--- src/rtl/cpu_pkg.sv ---
// +--------------------------------------------------------------------------+
// | cpu_pkg : shared CPU widths and write-back requester identifiers.         |
// | Revision: 1.0                                                            |
// +--------------------------------------------------------------------------+
`default_nettype none

package cpu_pkg;

  localparam int XLEN = 32;
  localparam int NREG = 32;
  localparam int AW   = 5;

  // Requester ids double as bit positions in the arbiter request/grant vectors
  typedef enum logic {
    WB_ALU = 1'b0,
    WB_LSU = 1'b1
  } wb_src_e;

endpackage

`default_nettype wire

--- src/rtl/wb_rr_arb.sv ---
// +--------------------------------------------------------------------------+
// | wb_rr_arb : two-input round-robin arbiter with a one-bit priority pointer.|
// | Revision: 1.0                                                            |
// +--------------------------------------------------------------------------+
`default_nettype none

module wb_rr_arb
  import cpu_pkg::*;
(
  input  logic       clk,
  input  logic       reset,
  input  logic [1:0] req,
  output logic [1:0] gnt
);

  wb_src_e prio;

  always_comb begin
    gnt = 2'b00;
    case (req)
      2'b01:   gnt = 2'b01;
      2'b10:   gnt = 2'b10;
      2'b11:   gnt = (prio == WB_LSU) ? 2'b10 : 2'b01;
      default: gnt = 2'b00;
    endcase
  end

  // Only a contested grant moves the pointer, and it always moves to the loser
  always_ff @(posedge clk or negedge reset) begin
    if (!reset) begin
      prio <= WB_ALU;
    end else if (req == 2'b11) begin
      prio <= (prio == WB_ALU) ? WB_LSU : WB_ALU;
    end
  end

endmodule

`default_nettype wire

--- src/rtl/regfile_wb_ctrl.sv ---
// +--------------------------------------------------------------------------+
// | regfile_wb_ctrl : ALU/LSU write-back arbitration, write stage and RAW     |
// | scoreboard. Optional macro WB_BYPASS_EN adds write-stage bypass ports.    |
// | Revision: 1.0                                                            |
// +--------------------------------------------------------------------------+
`default_nettype none

module regfile_wb_ctrl #(
  parameter int XLEN = cpu_pkg::XLEN,
  parameter int NREG = cpu_pkg::NREG,
  parameter int AW   = cpu_pkg::AW
) (
  input  logic            clk,
  input  logic            reset,
  input  logic            alu_valid,
  output logic            alu_ready,
  input  logic [AW-1:0]   alu_rd,
  input  logic [XLEN-1:0] alu_wd,
  input  logic            lsu_valid,
  output logic            lsu_ready,
  input  logic [AW-1:0]   lsu_rd,
  input  logic [XLEN-1:0] lsu_wd,
  input  logic            iss_valid,
  input  logic [AW-1:0]   iss_rd,
  input  logic [AW-1:0]   rs1,
  input  logic [AW-1:0]   rs2,
  output logic            busy_rs1,
  output logic            busy_rs2,
  output logic            RegW,
  output logic [AW-1:0]   Rd,
  output logic [XLEN-1:0] Wd
`ifdef WB_BYPASS_EN
  ,
  output logic            byp1_en,
  output logic            byp2_en,
  output logic [XLEN-1:0] byp_wd
`endif
);

  import cpu_pkg::*;

  localparam logic [NREG-1:0] WRITABLE_MASK = {{(NREG-1){1'b1}}, 1'b0};

  logic [1:0]      req;
  logic [1:0]      gnt;
  logic            grant_any;
  logic [AW-1:0]   gnt_rd;
  logic [XLEN-1:0] gnt_wd;
  logic [NREG-1:0] pending;
  logic [NREG-1:0] pending_set;
  logic [NREG-1:0] pending_clr;
  logic            wr_hit1;
  logic            wr_hit2;

  assign req[WB_ALU] = alu_valid;
  assign req[WB_LSU] = lsu_valid;

  wb_rr_arb u_arb (
    .clk   (clk),
    .reset (reset),
    .req   (req),
    .gnt   (gnt)
  );

  assign alu_ready = gnt[WB_ALU];
  assign lsu_ready = gnt[WB_LSU];
  assign grant_any = |gnt;
  assign gnt_rd    = gnt[WB_LSU] ? lsu_rd : alu_rd;
  assign gnt_wd    = gnt[WB_LSU] ? lsu_wd : alu_wd;

  // x0 grants still load Rd/Wd but never raise RegW
  always_ff @(posedge clk or negedge reset) begin
    if (!reset) begin
      RegW <= 1'b0;
      Rd   <= '0;
      Wd   <= '0;
    end else if (grant_any) begin
      RegW <= (gnt_rd != '0);
      Rd   <= gnt_rd;
      Wd   <= gnt_wd;
    end else begin
      RegW <= 1'b0;
    end
  end

  always_comb begin
    pending_set = '0;
    pending_clr = '0;
    if (iss_valid && (iss_rd != '0)) begin
      pending_set[iss_rd] = 1'b1;
    end
    if (grant_any && (gnt_rd != '0)) begin
      pending_clr[gnt_rd] = 1'b1;
    end
  end

  // Set is applied after clear so a same-index issue survives the write-back
  always_ff @(posedge clk or negedge reset) begin
    if (!reset) begin
      pending <= '0;
    end else begin
      pending <= ((pending & ~pending_clr) | pending_set) & WRITABLE_MASK;
    end
  end

  assign wr_hit1 = RegW && (Rd == rs1);
  assign wr_hit2 = RegW && (Rd == rs2);

`ifdef WB_BYPASS_EN
  assign busy_rs1 = pending[rs1];
  assign busy_rs2 = pending[rs2];
  assign byp1_en  = wr_hit1 && (rs1 != '0);
  assign byp2_en  = wr_hit2 && (rs2 != '0);
  assign byp_wd   = Wd;
`else
  // Without bypass, hold issue off until the register file has taken the write
  assign busy_rs1 = pending[rs1] | wr_hit1;
  assign busy_rs2 = pending[rs2] | wr_hit2;
`endif

endmodule

`default_nettype wire

--- config.mk ---
export PLATFORM = sky130hd
export DESIGN_NAME = regfile_wb_ctrl
export DESIGN_NICKNAME = d
export VERILOG_FILES = /design/src/rtl/cpu_pkg.sv /design/src/rtl/wb_rr_arb.sv /design/src/rtl/regfile_wb_ctrl.sv
export SDC_FILE = /design/constraint.sdc
export NUM_CORES = 1
export LEC_CHECK = 0
export CAP_MARGIN = 30
export CORE_MARGIN = 2
export CORE_UTILIZATION = 45
export CTS_CLUSTER_SIZE = 16
export DETAILED_ROUTE_END_ITERATION = 10
export GPL_ROUTABILITY_DRIVEN = 0
export GPL_TIMING_DRIVEN = 0
export PLACE_DENSITY = 0.84
export SLEW_MARGIN = 10
export SYNTH_ARGS = -nofsm -noshare
export SYNTH_HDL_FRONTEND = slang
export SYNTH_SLANG_ARGS = --single-unit
--- constraint.sdc ---
create_clock -name clk -period 2.6 [get_ports clk]
set_input_delay 0.52 -clock clk [delete_from_list [all_inputs] [get_ports clk]]
set_output_delay 0.52 -clock clk [all_outputs]
set_load 0.03 [all_outputs]
==> run summary <==
The number of synthesized flops with an enable pin is 0. Number of global-route vias before repair: 4006. By count the netlist is led by sky130_fd_sc_hd__nand2_1, sky130_fd_sc_hd__dfrtp_1, sky130_fd_sc_hd__a22oi_1. The placed instances occupy a cell area of 0.005345 sq mm. Width of the die: 97.07 microns.

CTS built an H-tree with a depth of 3. The die covers 0.009422 sq mm. After technology mapping, the gate count stands at 392. The number of search-and-repair iterations in the first detailed-routing pass came out at 5. The run gives 0 as the final-report max-slew violation count.

The tools report the type of origin of the critical path as an input port. The sequential cell area fraction in the yosys report is 0.4494, and the yosys synthesis warning count is 0. The tools report the final HPWL from detailed placement as 9.268 mm. Cell type of the slowest stage on the worst timing path: sky130_fd_sc_hd__mux4_2.

Slack of the worst reg-to-reg path: 0.59 ns. The number of buffers and inverters on the critical path is 3. For this run, the post-layout net count is 628. On the final layout, the worst hold slack is 0.02893 ns.

Maximum count of clock buffers along a single path: 2. Counting every net in the synthesized netlist gives 486. For this run, the leading register cell type out of synthesis is sky130_fd_sc_hd__dfrtp_1. Between clock sinks in the finished design, the worst skew comes to 0.004236 ns. Setup repair after global routing left no endpoint under its margin. The CTS clock-pin slew for the worst setup and hold paths is 0.07 ns, and the fraction of layout cells with a size suffix above 1 is 0.1245. At the pin with the least slew margin, the transition time is 0.7278 ns. The data arrival time of the critical path is 2.02 ns. The worst setup path is captured at an output pin. The peak per-stage delay on the critical path is 0.50 ns. The flip-flop and latch count after synthesis is 70.

The count of endpoints failing hold in the final timing report was 0; the area growth from synthesis to layout was 44.01%. Walking the worst path, the cells encountered are buf_2, buf_4, mux2i_1, mux4_2, nand3_1, o311ai_1, nand2_1, buf_2. The starting density of the core was 0.4696. The tools report the all-layer global routing usage as 0.2648. The leading area contributor after synthesis is sky130_fd_sc_hd__dfrtp_1. Max-cap violations in this run came to 0. In this run the power density over the cells is 785.5 mW/mm^2. In this run the tool buffered the top-level ports with 129 buffer cells.

The path depth of the worst reg2reg path came out at 5. After detailed routing, the number of remaining DRC violations is 0. The share of the cycle needed by the critical path after routing is 0.9757. Utilization after layout: 0.6763.

The proportion of register bits with asynchronous set or reset after synthesis works out to 1.000. TritonCTS built the clock tree. Data on the critical path is required at its endpoint by 2.08 ns. Dividing the detail-routed via count by the number of cells gives 6.058. The first global-routing pass estimated 20.07 mm of wire.

The top cell type's share of synthesized area works out to 0.4494. The finished cells cover 0.005613 sq mm. The average size of a mapped cell works out to 9.943 sq um. Total detailed-routing wirelength: 12.40 mm.

For this run, the top clock speed supported by timing is 394.2 MHz. The number of antenna diodes in the final layout is 0. After global routing the overflow that remains totals 0.

Number of buffers added by the clock tree synthesis step: 9. Yosys attributes the largest share of cell area to sky130_fd_sc_hd__dfrtp_1, sky130_fd_sc_hd__nand2_1, sky130_fd_sc_hd__a22oi_1, sky130_fd_sc_hd__mux4_2, sky130_fd_sc_hd__mux2i_1. Counting stages on the worst path, the most repeated cell is sky130_fd_sc_hd__buf_2. For this design the static power due to leakage is 0.002386 uW. The run gives 3895 as the routed via count. The worst vdd rail ir drop came out at 419.5 uV. The tools report the aggregate negative setup slack as 0 ns.

The highest fanout seen on the critical path works out to 10. The library cell with the highest instance count after synthesis was sky130_fd_sc_hd__nand2_1. Entering global routing, the biggest net connects 60 pins. The kind of cell with the highest combined delay along the critical path is buffers and inverters. The flow ran to the end, and the final reports show no timing, DRC or antenna violations. For the first-iteration detailed-routing DRC count, the log shows 278. The cell area after synthesis was 0.003897 sq mm. The die is 97.07 microns tall.

Counting tap cells, the placed design contains a total of 627 instances. The time the worst path needs with I/O delays and setup is 2.537 ns, and the number of placed I/O pins is 136. After detailed routing, the average wire length per cell comes to 19.29 microns. Headroom to the max-slew limit: 0.5148.

Area inside the core boundary: 0.008299 sq mm. Clock insertion delay at the later pin of the skew report: 0.33 ns. In this run the number of cells on the critical path is 8. The type of the setup path with the least slack is in -> out. The count of nets left with antenna violations once routing finished came out at 0. The classification of the worst-slack hold path was in -> async. The number of antenna violations at the first check in global routing is 0.

The netlist uses 49 different library cells. The finished layout holds 643 standard cells, fillers aside. The root cell of the clock tree was sky130_fd_sc_hd__clkbuf_8. The logs give 33 for the number of placement rows and 0 for the final count of negative-setup-slack endpoints. The clock drives 70 sinks.
## per-stage QoR
stage / worst slack (ns) / power, uW
floorplan: 0.2157 / 2670
finish: 0.06310 / 4409
global placement: -1.347 / 3300
detailed placement: -0.7850 / 3385
CTS: 0.007211 / 4396
global route: 0.01728 / 4621
## report_power, final
group / switching (uW) / leakage (uW) / internal, uW
sequential: 278 / 0.000844 / 1410
clock: 406 / 0.000115 / 585
combinational: 907 / 0.00143 / 826
total: 1590 / 0.00239 / 2820
## worst paths after layout
kind	from	to
worst max-delay path	rs1[1]	busy_rs1
worst min-delay path	reset	Rd[1]$_DFFE_PN0P_
worst max register to register	u_arb.prio$_DFFE_PN0N_	pending[21]$_DFF_PN0_
worst min register to register	Wd[8]$_DFFE_PN0P_	Wd[8]$_DFFE_PN0P_
max in group asynchronous	reset	Wd[31]$_DFFE_PN0P_
min in group clk	Wd[8]$_DFFE_PN0P_	Wd[8]$_DFFE_PN0P_
## cell usage in the layout, fill, tap and decap left out, types with 2 or more instances in the layout
cell,Yosys,final
sky130_fd_sc_hd__a22oi_1,33,33
sky130_fd_sc_hd__clkbuf_8,0,11
sky130_fd_sc_hd__nand2_1,77,77
sky130_fd_sc_hd__xnor2_1,3,3
sky130_fd_sc_hd__o21ai_2,3,3
sky130_fd_sc_hd__clkinv_2,0,2
sky130_fd_sc_hd__o2bb2ai_1,17,17
sky130_fd_sc_hd__nor3_1,3,3
sky130_fd_sc_hd__bufinv_16,0,2
sky130_fd_sc_hd__o21ai_0,3,3
sky130_fd_sc_hd__clkdlybuf4s50_1,0,124
sky130_fd_sc_hd__nor2_4,0,2
sky130_fd_sc_hd__nor2_1,13,11
sky130_fd_sc_hd__and2_1,4,4
sky130_fd_sc_hd__o31ai_1,2,2
sky130_fd_sc_hd__o21ai_1,8,8
sky130_fd_sc_hd__buf_4,3,10
sky130_fd_sc_hd__nand3_1,27,27
sky130_fd_sc_hd__a22o_1,2,2
sky130_fd_sc_hd__mux4_2,10,10
sky130_fd_sc_hd__clkbuf_4,0,2
sky130_fd_sc_hd__a21oi_1,7,7
sky130_fd_sc_hd__buf_6,0,2
sky130_fd_sc_hd__mux2_2,2,2
sky130_fd_sc_hd__dfrtp_1,70,70
sky130_fd_sc_hd__inv_1,2,2
sky130_fd_sc_hd__xor2_1,8,8
sky130_fd_sc_hd__o311ai_1,2,2
sky130_fd_sc_hd__nand3b_1,4,4
sky130_fd_sc_hd__nand2b_1,4,4
sky130_fd_sc_hd__nor2b_1,6,6
sky130_fd_sc_hd__mux2i_1,16,16
sky130_fd_sc_hd__clkbuf_1,8,7
sky130_fd_sc_hd__o41ai_1,8,8
sky130_fd_sc_hd__nand4_1,11,11
sky130_fd_sc_hd__buf_2,14,10
## worst register-to-register path: cells and delay by family, from the launching register on
kind | cells | cell delay (ns)
flip-flops | 1 | 0.42
AND/OR/NAND/NOR | 2 | 0.54
AO/OA/AOI/OAI | 3 | 0.91
## kinds of logic (layout without fill, tap and decap cells)
kind of cell	after synthesis	in the layout	share of synthesized area
flops	70	70	0.4494
compound gates	95	95	0.1929
xor+xnor	11	11	0.02472
simple gates	159	159	0.1929
mux	28	28	0.1047
buf+inv	29	175	0.03531
## layout make-up
class	count	area (sq um)
inverter	3	11.26
buffer	26	155.1
multi-input combinational	293	2036
tap	105	131.4
sequential	70	1752
clock buffer	11	151.4
clock inverter	4	70.07
fill	631	2686
timing repair buffer	131	1306
## repair_timing
action                     4_1_cts  5_1_grt
pin swaps                        1        2
buffers inserted                 1        0
hold buffers                     0        0
gates resized for setup         29        9
setup endpoints to repair        4        3
## flip-flops by register name, indices dropped and copies added, names as in the netlist
name        count
Wd             32
pending        31
Rd              5
RegW            1
u_arb.prio      1
## per-layer routing
layer  up-vias  share of wire  track usage
li1       1744              -            -
met5         -              0            0
met4         0          0.036       0.1300
met3        43           0.10      0.07842
met2       260           0.50       0.4535
met1      1848           0.36       0.3020
Note: power is estimated with default switching activity, not from simulation.
